## config.mk

```make
export PLATFORM = sky130hd
export DESIGN_NAME = request_encoder
export DESIGN_NICKNAME = d
export VERILOG_FILES = /design/src/rtl/request_encoder.sv
export SDC_FILE = /design/constraint.sdc
export NUM_CORES = 1
export LEC_CHECK = 0
export ABC_AREA = 0
export ABC_CLOCK_PERIOD_IN_PS = 3250
export CELL_PAD_IN_SITES_DETAIL_PLACEMENT = 1
export CELL_PAD_IN_SITES_GLOBAL_PLACEMENT = 1
export CORE_UTILIZATION = 38
export DETAILED_ROUTE_END_ITERATION = 7
export PLACE_DENSITY_LB_ADDON = 0.1
export SETUP_SLACK_MARGIN = 0.02
export SKIP_LAST_GASP = 1
export SYNTH_ARGS = -nofsm -noshare
export SYNTH_HDL_FRONTEND = slang
export SYNTH_SLANG_ARGS = --single-unit
export TNS_END_PERCENT = 100
```

## constraint.sdc

```tcl
create_clock -name clk -period 3.25 [get_ports clk]
set_clock_uncertainty 0.2 [all_clocks]
set_input_delay 0.4875 -clock clk [delete_from_list [all_inputs] [get_ports clk]]
set_output_delay 0.4875 -clock clk [all_outputs]
set_load 0.02 [all_outputs]
```

## src/rtl/request_encoder.sv

```systemverilog
// -----------------------------------------------------------------------------
// request_encoder
//
// Purpose:
//   16-to-4 registered priority encoder. Request pulses on encoder_in are
//   merged into a pending register; one pending index at a time is offered on
//   encoder_out over a valid/ready handshake and its pending bit is cleared
//   when the consumer accepts it. Back-to-back transfers run at one per cycle.
//
// Configuration macro:
//   ROUND_ROBIN_EN  undefined -> fixed priority, lowest set index wins.
//                   defined   -> round-robin search upward from rr_ptr,
//                                wrapping 15 -> 0; rr_ptr advances to
//                                encoder_out + 1 on every accepted transfer.
//
// Ports:
//   clk          in   1      clock, rising edge
//   rst_n        in   1      asynchronous active-low reset
//   enable       in   1      1 = capture encoder_in into pending
//   encoder_in   in   16     request vector, any number of bits per cycle
//   encoder_out  out  4      granted index, meaningful while out_valid=1
//   out_valid    out  1      encoder_out holds a pending index
//   out_ready    in   1      consumer accepts encoder_out this cycle
//   pending      out  16     pending-request register
//   overflow     out  1      sticky while enable=1: request hit a pending bit
// -----------------------------------------------------------------------------
module request_encoder #(
  parameter int N_REQ = 16,
  parameter int IDX_W = 4
) (
  input  logic             clk,
  input  logic             rst_n,
  input  logic             enable,
  input  logic [N_REQ-1:0] encoder_in,
  output logic [IDX_W-1:0] encoder_out,
  output logic             out_valid,
  input  logic             out_ready,
  output logic [N_REQ-1:0] pending,
  output logic             overflow
);

  typedef enum logic {
    ST_IDLE = 1'b0,
    ST_HOLD = 1'b1
  } state_t;

  state_t           r_state;
  state_t           w_state_next;

  logic [N_REQ-1:0] r_pending;
  logic [N_REQ-1:0] w_pending_next;
  logic [N_REQ-1:0] w_clr;
  logic [N_REQ-1:0] w_new;
  logic [N_REQ-1:0] w_remain;

  logic [IDX_W-1:0] r_idx;
  logic [IDX_W-1:0] w_idx_next;
  logic [IDX_W-1:0] w_sel_idx;
  logic             w_sel_any;

  logic             w_xfer;
  logic             w_dup;
  logic             r_overflow;
  logic             w_overflow_next;

  // ---------------------------------------------------------------------------
  // Index selection functions
  // ---------------------------------------------------------------------------

  // Lowest set index; returns 0 when vec is empty (caller gates with w_sel_any).
  function automatic logic [IDX_W-1:0] f_sel_low(input logic [N_REQ-1:0] vec);
    logic [IDX_W-1:0] idx;
    logic             found;
    idx   = '0;
    found = 1'b0;
    for (int k = 0; k < N_REQ; k++) begin
      if (!found && vec[k]) begin
        idx   = IDX_W'(k);
        found = 1'b1;
      end
    end
    return idx;
  endfunction

`ifdef ROUND_ROBIN_EN
  // First set index at or above ptr, wrapping. N_REQ is a power of two, so
  // the IDX_W-bit add wraps 15 -> 0 on its own.
  function automatic logic [IDX_W-1:0] f_sel_rr(input logic [N_REQ-1:0] vec,
                                                input logic [IDX_W-1:0] ptr);
    logic [IDX_W-1:0] idx;
    logic [IDX_W-1:0] cand;
    logic             found;
    idx   = '0;
    found = 1'b0;
    for (int k = 0; k < N_REQ; k++) begin
      cand = ptr + IDX_W'(k);
      if (!found && vec[cand]) begin
        idx   = cand;
        found = 1'b1;
      end
    end
    return idx;
  endfunction
`endif

  // ---------------------------------------------------------------------------
  // Handshake and pending-vector datapath
  // ---------------------------------------------------------------------------
  assign out_valid = (r_state == ST_HOLD);
  assign w_xfer    = out_valid & out_ready;

  // Per-bit clear of the accepted index and gated capture of new requests.
  genvar gi;
  generate
    for (gi = 0; gi < N_REQ; gi++) begin : g_bit
      assign w_clr[gi] = w_xfer & (r_idx == IDX_W'(gi));
      assign w_new[gi] = enable & encoder_in[gi];
    end
  endgenerate

  // The selector only sees what survives the clear; requests arriving this
  // cycle become visible one cycle later. A new request on the bit being
  // cleared simply re-sets it.
  assign w_remain       = r_pending & ~w_clr;
  assign w_pending_next = w_remain | w_new;
  assign w_sel_any      = |w_remain;

  // Duplicate = new request on a bit that stays pending after this cycle's clear.
  assign w_dup           = |(w_new & w_remain);
  assign w_overflow_next = enable ? (r_overflow | w_dup) : 1'b0;

`ifdef ROUND_ROBIN_EN
  logic [IDX_W-1:0] r_rr_ptr;

  assign w_sel_idx = f_sel_rr(w_remain, r_rr_ptr);

  // Pointer starts at 0 so the first grant after reset matches fixed priority.
  always_ff @(posedge clk or negedge rst_n) begin
    if (!rst_n) begin
      r_rr_ptr <= '0;
    end else if (w_xfer) begin
      r_rr_ptr <= r_idx + 1'b1;
    end
  end
`else
  assign w_sel_idx = f_sel_low(w_remain);
`endif

  // ---------------------------------------------------------------------------
  // FSM: state register
  // ---------------------------------------------------------------------------
  always_ff @(posedge clk or negedge rst_n) begin
    if (!rst_n) begin
      r_state <= ST_IDLE;
    end else begin
      r_state <= w_state_next;
    end
  end

  // ---------------------------------------------------------------------------
  // FSM: next-state logic
  // ---------------------------------------------------------------------------
  always_comb begin
    w_state_next = r_state;
    case (r_state)
      ST_IDLE: begin
        if (w_sel_any) begin
          w_state_next = ST_HOLD;
        end
      end
      ST_HOLD: begin
        // Without a transfer the current index is still pending, so the
        // only way out of HOLD is an accept that leaves nothing behind.
        if (w_xfer && !w_sel_any) begin
          w_state_next = ST_IDLE;
        end
      end
      default: begin
        w_state_next = ST_IDLE;
      end
    endcase
  end

  // ---------------------------------------------------------------------------
  // FSM: output logic (next value of the presented index)
  // ---------------------------------------------------------------------------
  always_comb begin
    w_idx_next = r_idx;
    case (r_state)
      ST_IDLE: begin
        if (w_sel_any) begin
          w_idx_next = w_sel_idx;
        end
      end
      ST_HOLD: begin
        // Held stable under backpressure; on accept either chain straight
        // into the next grant or return the index to zero.
        if (w_xfer) begin
          w_idx_next = w_sel_any ? w_sel_idx : '0;
        end
      end
      default: begin
        w_idx_next = '0;
      end
    endcase
  end

  // ---------------------------------------------------------------------------
  // Registers
  // ---------------------------------------------------------------------------
  always_ff @(posedge clk or negedge rst_n) begin
    if (!rst_n) begin
      r_pending  <= '0;
      r_idx      <= '0;
      r_overflow <= 1'b0;
    end else begin
      r_pending  <= w_pending_next;
      r_idx      <= w_idx_next;
      r_overflow <= w_overflow_next;
    end
  end

  assign encoder_out = r_idx;
  assign pending     = r_pending;
  assign overflow    = r_overflow;

endmodule

```

==> results.cfg, run 1 <==
[status]
status = completed

[drt]
ant_nets = 0
wire_per_inst_um = 20.3
viasPerCell = 6.33
dr_total_vias = 1847
detail_route.iter0.violations = 89
drc = 0
wirelength_um = 5930
first_pass_iters = 4

[synthesis]
synth_warnings = 0
async_flop_share_pct = 100
ys_seq_elements = 22
postSynthCellCount = 202
synth-seq-area-share_pct = 33.5
synthesis.area_um2 = 1650
synth_area_per_cell_um2 = 8.15
synthFlopType = dfrtp_1
synth_nets = 222
synth_cell_types = 56
synth_edf_count = 0

[placed_design]
portBuffers = 41
dp_hpwl_um = 4410
place_area_um2 = 2110
dpl_worst_slack_ps = 166
place_congestion = 0.972

[critical_path]
path_buf_inv = 1
crit_family = simple AND/OR/NAND/NOR gates
cp_data_arrival_time_ps = 2880
cp_cell_sequence = clkdlybuf4s50_1, nand4_2, or4b_1, a211oi_2, and3_1, nand2_1, o21ai_2, a32o_2
worstSetupStartpointType = input port
critical_path_class = input port to flip-flop
r2r_start = encoder_out[0]
critPathLaunch = out_ready
cp.required_ps = 3260
crit_slowest_cell = clkdlybuf4s50_1
cpPeakStageDelay_ps = 710
endpoint_kind = flip-flop
crit_fanout = 11

[clock_network]
cts_made_buffers = 3
cts_buffer_depth = 2
cts_root_buf = clkbuf_8
cts.sinks = 22
clk_latency_ps = 270
clkTransAtPathRegs_ps = 80
htreeDepth = 1
cts_tree = yes
ctsResizeCount = 0
postCtsHoldBufs = 0
post-cts-setup-buffers = 0

[finish]
areaGrowthSynthToFinish_pct = 31.0
nets = 264
multi_input_area_um2 = 1000
finalInstanceArea_um2 = 2150
final_layout_size_suffix_gt1_share_pct = 8.26
regArea_um2 = 551
num_antenna_cells = 0
nFillCells = 489

[pwr]
leakagePower_uw = 0.000814
power.density_nw_per_um2 = 450
ir_worst_vdd_v = 0.000222
finalPower_uw = 970

[floorplanning]
die_x_um = 67.8
fp.dieH_um = 67.8
row_count = 23
ios = 42
die-area_um2 = 4600
initial_core_util_pct = 40.3
coreArea_um2 = 4090

[sta]
setup_viol = 0
finalWorstSetupSlack_ps = 384
fmax_mhz = 349
fin_crit_ps = 2870
worst_pin_slew_ps = 646
drv_slew = 0
slew_headroom_pct = 56.8
rsz0062_at_grt = no
finalHoldViolCount = 0
fin_crit_sh_pct = 88.2
fin_setup_tns_ps = 0

[global_route]
grt_pass1_vias = 1911
antenna_found_initial = 0
grt_max_degree = 23
grt_pass1_wl_um = 9490
overflow = 0
track_usage_pct = 27.7

[hold_path]
hold_class = input port to asynchronous set/reset pin

[job]
maxCapViolCount = 0
[cell families (layout without fill, tap and decap cells)]
logic type,after synthesis,after routing,synth area share [%]
AO/OA/AOI/OAI,65,65,28.3
buffers and inverters,20,60,5.55
flip-flops,22,22,33.5
multiplexers,6,6,3.80
AND/OR/NAND/NOR,89,89,28.9
[cell usage after synthesis, types with 3 or more instances]
master / count / area, µm²
nor4_1: 3 / 18.8
a21oi_1: 7 / 35.0
dfrtp_1: 22 / 551
nand2b_1: 6 / 37.5
nor2_1: 9 / 33.8
inv_1: 9 / 33.8
o21ai_0: 16 / 80.1
o32ai_1: 3 / 26.3
clkbuf_1: 4 / 15.0
a31oi_1: 3 / 18.8
o211ai_1: 3 / 22.5
nor3_1: 8 / 40.0
mux2i_1: 4 / 40.0
nand4b_1: 3 / 26.3
a22o_1: 3 / 26.3
nand2_1: 31 / 116
a21o_1: 5 / 37.5
nand3_1: 9 / 45.0
buf_2: 4 / 20.0
o31ai_1: 3 / 22.5
[placed cells by master (no fill, tap or decap), drive strengths merged, types with 2 or more instances in the layout]
cell type | netlist | layout
clkdlybuf4s50 | 0 | 41
nand2 | 31 | 31
dfrtp | 22 | 22
o21ai | 17 | 17
nor2 | 9 | 9
nand3 | 9 | 9
inv | 9 | 9
nor3 | 9 | 9
a21oi | 7 | 7
buf | 7 | 7
nand2b | 6 | 6
a21o | 5 | 5
mux2i | 4 | 4
nand4b | 3 | 3
a22o | 3 | 3
o31ai | 3 | 3
o211ai | 3 | 3
a31oi | 3 | 3
nor4 | 3 | 3
o32ai | 3 | 3
clkbuf | 4 | 3
nand4 | 3 | 3
or2 | 3 | 3
o21a | 2 | 2
a22oi | 2 | 2
o2111ai | 2 | 2
and4b | 2 | 2
mux2 | 2 | 2
and3 | 2 | 2
and3b | 2 | 2
nor2b | 2 | 2
nor3b | 2 | 2
a211oi | 2 | 2
[cell type report]
type	count	area share, %
Clock buffer	3	1.92
Sequential cell	22	25.6
Tap cell	50	2.90
Multi-Input combinational cell	160	46.6
Inverter	9	1.57
Timing Repair Buffer	48	21.5
[state kept, by name, summed over array words and instances, names as in the netlist]
register,flops
out_valid,1
overflow,1
pending,16
encoder_out,4
[worst paths after layout]
kind | end | slack [ps] | cells after the start
hold reg to reg | pending[3] | 440 | 1
min in group clk | pending[3] | 440 | 1
max in group asynchronous | encoder_out[1] | 2230 | 2
setup reg to reg | encoder_out[0] | 430 | 8
setup / recovery | encoder_out[0] | 380 | 8
hold / removal | pending[13] | 380 | 2
[per-stage QoR]
stage,hold slack [ps],utilization (%),instances
after global placement,396,51.7,289
after floorplan,-8.09,-,202
final,376,52.7,292
after global routing,396,52.7,292
after detailed placement,410,51.7,289
after CTS,392,52.7,292
[layer usage]
layer | global-route usage (%) | wire length (µm) | vias up
li1 | - | - | 840
met1 | 35.2 | 2590 | 922
met2 | 47.6 | 2930 | 67
met3 | 3.04 | 272 | 18
met4 | 10.7 | 140 | 0
met5 | 0 | 0 | -
[report_power, final]
group,switching (µW),leakage (µW),internal [µW]
clock,96.3,0.0000216,83.1
sequential,92.3,0.000219,302
combinational,206,0.000573,190
total,395,0.000814,575
No activity file was read; power rests on OpenSTA's default activity.
==> run 2, diff against run 1 <==
--- a/config.mk
+++ b/config.mk
@@ -9,11 +9,11 @@
 export ABC_CLOCK_PERIOD_IN_PS = 3250
 export CELL_PAD_IN_SITES_DETAIL_PLACEMENT = 1
 export CELL_PAD_IN_SITES_GLOBAL_PLACEMENT = 1
+export CORE_ASPECT_RATIO = 0.6
 export CORE_UTILIZATION = 38
 export DETAILED_ROUTE_END_ITERATION = 7
 export PLACE_DENSITY_LB_ADDON = 0.1
 export SETUP_SLACK_MARGIN = 0.02
-export SKIP_LAST_GASP = 1
 export SYNTH_ARGS = -nofsm -noshare
 export SYNTH_HDL_FRONTEND = slang
 export SYNTH_SLANG_ARGS = --single-unit
==> constraint.sdc (replaced) <==
create_clock -name clk -period 3.25 [get_ports clk]
set_clock_uncertainty 0.2 [all_clocks]
set_input_delay 0.4875 -clock clk [delete_from_list [all_inputs] [get_ports clk]]
set_output_delay 0.4875 -clock clk [all_outputs]
set_load 0.05 [all_outputs]
==> run 2 against run 1 <==
Against the previous run: count of clock-buffer cells in the layout unchanged; cell area grew 0.93%; sequential share of layout area decreased by 0.24 points; critical path type unchanged.
==> results.cfg, run 2 (synthesis results as in run 1) <==
[status]
status = completed

[clock_network]
htreeDepth = 1
cts_made_buffers = 3
ctsResizeCount = 0
postCtsHoldBufs = 0
clkTransAtPathRegs_ps = 90
cts_root_buf = clkbuf_8
cts_buffer_depth = 2
post-cts-setup-buffers = 0
clk_latency_ps = 270
cts.sinks = 22
cts_tree = yes

[critical_path]
r2r-end = encoder_out[0]
cp_data_arrival_time_ps = 2860
cp_cell_sequence = clkdlybuf4s50_1, nand4_2, or4b_1, a211oi_2, and3_1, nand2_1, a21oi_1, nor3_1
cp.required_ps = 3200
reg2reg_slack_ps = 450
crit_slowest_cell = clkdlybuf4s50_1
crit_fanout = 11
r2r_cells = 7
endpoint_kind = flip-flop
r2r_start = encoder_out[1]
worstSetupStartpointType = input port
cpPeakStageDelay_ps = 710
critical_path_class = input port to flip-flop

[finish]
final_util_pct = 52.8
final_layout_size_suffix_gt1_share_pct = 8.64
nets = 265
finalInstanceArea_um2 = 2170
areaGrowthSynthToFinish_pct = 32.2
mostFrequentLayoutCells = clkdlybuf4s50_1, nand2_1, dfrtp_1
instances_no_fill = 303
mostFrequentLayoutCell = clkdlybuf4s50_1
largest_reg_flops = 16
num_antenna_cells = 0

[pwr]
leakagePower_uw = 0.000819
power.density_nw_per_um2 = 482
ir_worst_vdd_v = 0.000309

[placed_design]
place_area_um2 = 2130
dp_hpwl_um = 4650
place_congestion = 0.944
dpl_worst_slack_ps = 95.1
dp_cells = 300
portBuffers = 41

[global_route]
grt_pass1_wl_um = 9740
overflow = 0
grt_pass1_vias = 1825
grt_max_degree = 23
antenna_found_initial = 0
track_usage_pct = 28.5

[floorplanning]
initial_core_util_pct = 39.9
fp.dieH_um = 53.0
row_count = 18
die-area_um2 = 4610
ios = 42
coreArea_um2 = 4120
die_x_um = 87.0

[sta]
fin_crit_sh_pct = 89.6
fin_crit_ps = 2910
finalWorstSetupSlack_ps = 337
setup_viol = 0
finalHoldViolCount = 0
slew_headroom_pct = 53.5
fin_setup_tns_ps = 0
drv_slew = 0
fmax_mhz = 343
rsz0062_at_grt = no
worst_pin_slew_ps = 695

[hold_path]
hold_class = input port to asynchronous set/reset pin

[drt]
drc = 0
wirelength_um = 6200
detail_route.iter0.violations = 203
wire_per_inst_um = 20.5
ant_nets = 0
viasPerCell = 6.03
first_pass_iters = 4
dr_total_vias = 1828

[job]
maxCapViolCount = 0
-- run 2: cell types whose count changed in the layout (fill, tap and decap cells not counted), sizes merged --
cell	previous run	this run
buf	7	8
-- run 2: layout make-up --
type / count / area (µm²)
tap: 60 / 75.1
timing repair buffer: 49 / 470
inverter: 9 / 33.8
clock buffer: 3 / 41.3
fill: 515 / 1950
multi-input combinational: 160 / 1000
sequential: 22 / 551
-- run 2: through the flow --
step | total power, µW | hold slack (ps)
6_report | 1050 | 382
3_3_place_gp | 846 | 410
5_1_grt | 1090 | 405
2_1_floorplan | 683 | -8.09
4_1_cts | 1040 | 405
3_5_place_dp | 864 | 410
-- run 2: worst max path at each step --
stage | start | end | slack (ps)
floorplan | encoder_out[0] | encoder_out[0] | 810
global placement | out_ready | encoder_out[0] | 280
detailed placement | out_ready | encoder_out[1] | 100
CTS | out_ready | encoder_out[1] | 370
global route | out_ready | encoder_out[1] | 230
finish | out_ready | encoder_out[1] | 340
-- run 2: critical path, delay by kind of cell --
family | cells | cell delay [ps]
AO/OA/AOI/OAI | 2 | 460
buffers and inverters | 1 | 710
AND/OR/NAND/NOR | 5 | 1200
-- run 2: routing by layer --
layer  track usage, %  share of wire, %
met5                0                 0
met4             3.61              0.85
met3             5.46               7.1
met2             47.8                46
met1             39.3                46
-- run 2: where the power goes --
part           total [µW]  switching [µW]  internal (µW)
clock                 183            99.4           83.2
combinational         502             313            189
sequential            364            61.5            303
==> RTL edit 1: new RTL, settings of run 1 <==
Add a define of `ROUND_ROBIN_EN`.
--- a/src/rtl/request_encoder.sv
+++ b/src/rtl/request_encoder.sv
@@ -24,6 +24,8 @@
 //   pending      out  16     pending-request register
 //   overflow     out  1      sticky while enable=1: request hit a pending bit
 // -----------------------------------------------------------------------------
+`define ROUND_ROBIN_EN
+
 module request_encoder #(
   parameter int N_REQ = 16,
   parameter int IDX_W = 4
Check against the original RTL: not equivalent (Yosys sat finds a counterexample within 10 cycles, from zero or initial values and one cycle with rst_n low).
==> RTL edit 1 against run 1 <==
  * Final area increased to 3.2 times the old value
  * Non-clock buffer count increased by 216
  * Worst setup slack got worse by 1.1 ns
  * Critical path type is now flop to flop
  * First-iteration DRC count increased to 5.9 times the old value
  * Wire length increased to 4.0 times the old value
  * Area after synthesis increased to 2.5 times the old value
  * Combinational power increased to 19 times the old value
  * Total power increased to 8.8 times the old value
  * Sequential cell count increased by 4
  * The flow now finishes with violations (setup timing)
==> RTL edit 1: results (changes against run 1) <==
number of vias after detailed routing=5534 (+200%); combined global-route utilization of all metal layers=0.419 (+0.142); share of synthesized area spent on multiplexers=0.321 (+0.283); Mapped Nets=490 (+120%); ranking of synthesized cells by instance count=64 x nand2_1, 47 x mux4_2, 27 x nor2_1; worst hold slack after final layout=0.391 ns (+0.0149 ns); Post-CTS Setup Repair Bufs=12 (+12); setup TNS=-2.69 ns (-2.69 ns); combinational group power=0.00771 W (+1800%); final weighted congestion of routability-driven global placement=0.942 (-3.1%); Slew @ Worst Pin=0.504 ns (-0.142 ns); XOR/XNOR share of the synthesized area=0.0297 (+0.0297); master of the slowest instance on the critical path=mux4_2; maximum fanout encountered on the critical timing path=4 (-7); global-route wire length before repair=35100 µm (+270%); Static Leakage=2.78 nW (+240%); Reg2Reg Depth=14 (+6); Reg power frac=0.067 (-0.340); worst setup path startpoint=encoder_out[1]; proportion of synthesized chip area in sequential cells=0.158 (-0.177); worst setup slack after layout=-0.747 ns (-1.13 ns); leading post-synthesis cells by cell area=mux4_2 26%, dfrtp_1 16%, nand2_1 5.8%, mux2i_1 5.6%, ha_1 3.3%; result of the run=finished with violations; Top Metal Used=met4; routed length per placed instance=28.3 µm (+39%); DRT met1 WL=8900 µm (+240%); Filler Cell Count=1165 (+140%); Max IR drop VDD=0.722 mV (+220%); global-route track usage on met1=0.497 (+0.146); final net count=731 (+180%); total of endpoints with negative setup slack in the final report=4 (+4); first-pass iteration count of the detailed router=6 (+2); violated checks=setup timing; largest stage delay on the critical path=0.54 ns (-0.17 ns); crit path DAT=4.02 ns (+1.14 ns); met2 wire len=11500 µm (+290%); Global Route met2 Usage=0.699 (+0.222); maximum number of pins on one net before global-route repair=27 (+17%); clock edge transition at the registers on the reported setup and hold paths=0.11 ns (+0.03 ns); met3 layer usage reported by global route=0.0693 (+0.0389); dpl hpwl=17100 µm (+290%); DRT iter0 DRCs=523 (+490%); number of distinct library cell variants in the gate-level netlist after synthesis=61 (+8.9%); Resize count post-CTS=63 (+63); length of routed met3 wiring=1650 µm (+510%)
## RTL edit 1: cell types whose count changed after synthesis, sizes merged, moves of 13 or more
cell,delta
mux4,+47
nor2,+18
nand2,+33
o21a,+13
mux2i,+19
o21ai,+17
## RTL edit 1: through the flow
step           total power [W]  area [µm²]  cells
4_1_cts                0.00792        6610    826
5_1_grt                0.00880        6860    835
2_1_floorplan          0.00407        4290    459
3_3_place_gp           0.00710        6230    811
6_report               0.00850        6860    835
3_5_place_dp           0.00731        6230    811
## RTL edit 1: kinds of logic after synthesis
logic type	after synthesis
and+or+nand+nor	154
AOI/OAI and AO/OA	139
xor gates and xnor gates	14
muxes	73
adders and majority gates	11
buffers and inverters	42
DFF	26
## RTL edit 1: final cells by class
class / instances / area share
Multi-Input combinational cell: 391 / 0.551
Timing Repair Buffer: 264 / 0.313
Sequential cell: 26 / 0.0960
Tap cell: 136 / 0.0248
Inverter: 14 / 0.00912
Clock buffer: 4 / 0.00657
==> RTL edit 2: new RTL, flow settings as in run 1 <==
Without the edit above. Take the reset off `r_pending` and load it in a clocked block of its own.
--- a/src/rtl/request_encoder.sv
+++ b/src/rtl/request_encoder.sv
@@ -210,14 +210,16 @@
   // ---------------------------------------------------------------------------
   always_ff @(posedge clk or negedge rst_n) begin
     if (!rst_n) begin
-      r_pending  <= '0;
       r_idx      <= '0;
       r_overflow <= 1'b0;
     end else begin
-      r_pending  <= w_pending_next;
       r_idx      <= w_idx_next;
       r_overflow <= w_overflow_next;
     end
+  end
+
+  always_ff @(posedge clk) begin
+    r_pending <= w_pending_next;
   end
 
   assign encoder_out = r_idx;
Function: changed (a bounded check fails within 4 cycles, from zero or initial values and one cycle with rst_n low).
==> RTL edit 2 against run 1 <==
  * Worst setup slack improved by 0.075 ns
  * Combinational power down 2%
  * Sequential share of layout area shrank 2.8 points
  * Area after synthesis down 4.9%
  * Final area fell by 4.0%
  * Hold slack got worse by 0.093 ns
  * Sequential power is 2% lower
  * Total power shrank 0.50%
  * Critical path type is now flop to flop
  * Wire length decreased by 2.4%
  * Fmax up 2.7%
  * Global-route usage rose by 0.74 points
  * Count of clock-buffer cells in the layout rose by 1
  * Sequential cell count stayed put
==> RTL edit 2: results (changes against run 1) <==
maximum fanout encountered on the critical timing path=15 (+4); non-clock buffer instance count of the final layout=47 (-2.1%); global-route track usage on met1=0.359 (+0.00762); Final clock-cell share=0.0218 (+0.00261); Worst-Skew Late Latency=0.27 ns (about the same); number of buffers added by the clock tree synthesis step=3 (unchanged); dpl hpwl=4350 µm (-1.5%); result of the run=complete, no violations; met2 wire len=2810 µm (-4.0%); clkbuf count=4 (+1); power attributed to the clock group=0.000189 W (+6%); Max IR drop VDD=0.184 mV (-17%); Syn Std Cell Area=1570 µm² (-4.9%); layout-stage area growth over the synthesis result=32.1%; total of buffers placed on input and output ports=41 (unchanged); crit path DAT=2.76 ns (-0.12 ns); fraction of area in non-clock buffers=0.220 (+0.00534); combinational share of power=0.403 (-0.005); Post-synth top flop=dfxtp_1; total number of yosys warnings=0 (unchanged); Static Leakage=0.796 nW (-2.3%); met3 layer usage reported by global route=0.0431 (+0.0127); ratio of cells with drive above 1 in the final layout=0.0785 (-0.00413); clock edge transition at the registers on the reported setup and hold paths=0.09 ns; Filler Cell Count=485 (-0.82%); count of flip-flops and latches=22 (unchanged); leading post-synthesis cells by cell area=dfxtp_1 20%, dfrtp_1 9.6%, nand2_1 7.4%, o21ai_0 5.1%, nand3_1 2.9%; Slew HR=0.547 (-0.0211); post-synthesis async set-or-reset flop share=0.273 (-0.727); maximum number of pins on one net before global-route repair=18 (-22%); Global Route met2 Usage=0.477 (+0.000556); final weighted congestion of routability-driven global placement=0.947 (-2.6%); antenna violations before repair=0 (unchanged); multi-input gates=160 (unchanged); net load switching power=0.000390 W (-1.2%); DRT met1 WL=2450 µm (-5.3%); proportion of synthesized chip area in sequential cells=0.301 (-0.0340); length of routed met3 wiring=377 µm (+39%); synthesized-area fraction occupied by ao, oa, aoi and oai cells=0.297 (+0.0145); FF+latch area=470 µm² (-15%); share of synthesized area spent on multiplexers=0.0400 (+0.00195); ranking of synthesized cells by instance count=31 x nand2_1, 16 x dfxtp_1, 16 x o21ai_0; global-route wire length before repair=9290 µm (-2.0%); combined global-route utilization of all metal layers=0.284 (+0.00743); standard cell area after detailed placement=2020 µm² (-4.3%); number of vias after detailed routing=1821 (-1.4%); final net count=263 (-0.38%); switching part of the total=0.404 (-0.00307); number of distinct library cell variants in the gate-level netlist after synthesis=57 (+1.8%); total wirelength of the detailed-routed design=5790 µm (-2.4%); Hold Path Class=input port to async pin; DRT iter0 DRCs=141 (+58%)
RTL edit 2: metrics by stage:
step	util	instances	setup WS (ns)
2_1_floorplan	-	202	1.02
3_3_place_gp	0.533	286	0.353
3_5_place_dp	0.533	286	0.259
4_1_cts	0.544	290	0.515
5_1_grt	0.544	290	0.234
6_report	0.544	290	0.459
RTL edit 2: path summary, 6_finish.rpt:
path / startpoint / to / slack (ns) / depth (start not counted)
setup / recovery: encoder_out[0] / encoder_out[0] / 0.46 / 7
max in group asynchronous: rst_n / overflow / 2.30 / 1
hold / removal: rst_n / encoder_out[1] / 0.28 / 1
min in group clk: pending[2] / pending[2] / 0.38 / 2
hold reg to reg: pending[2] / pending[2] / 0.38 / 2
setup reg to reg: encoder_out[0] / encoder_out[0] / 0.46 / 7
RTL edit 2: worst max-delay path, cell delays in order (launching register included):
cell and delay (ns):
dfrtp_1 0.71, nor2_1 0.18, and3b_1 0.21, o32ai_1 0.60, nor2_1 0.26, nand4_1 0.16, nand3_1 0.09, a32o_2 0.27
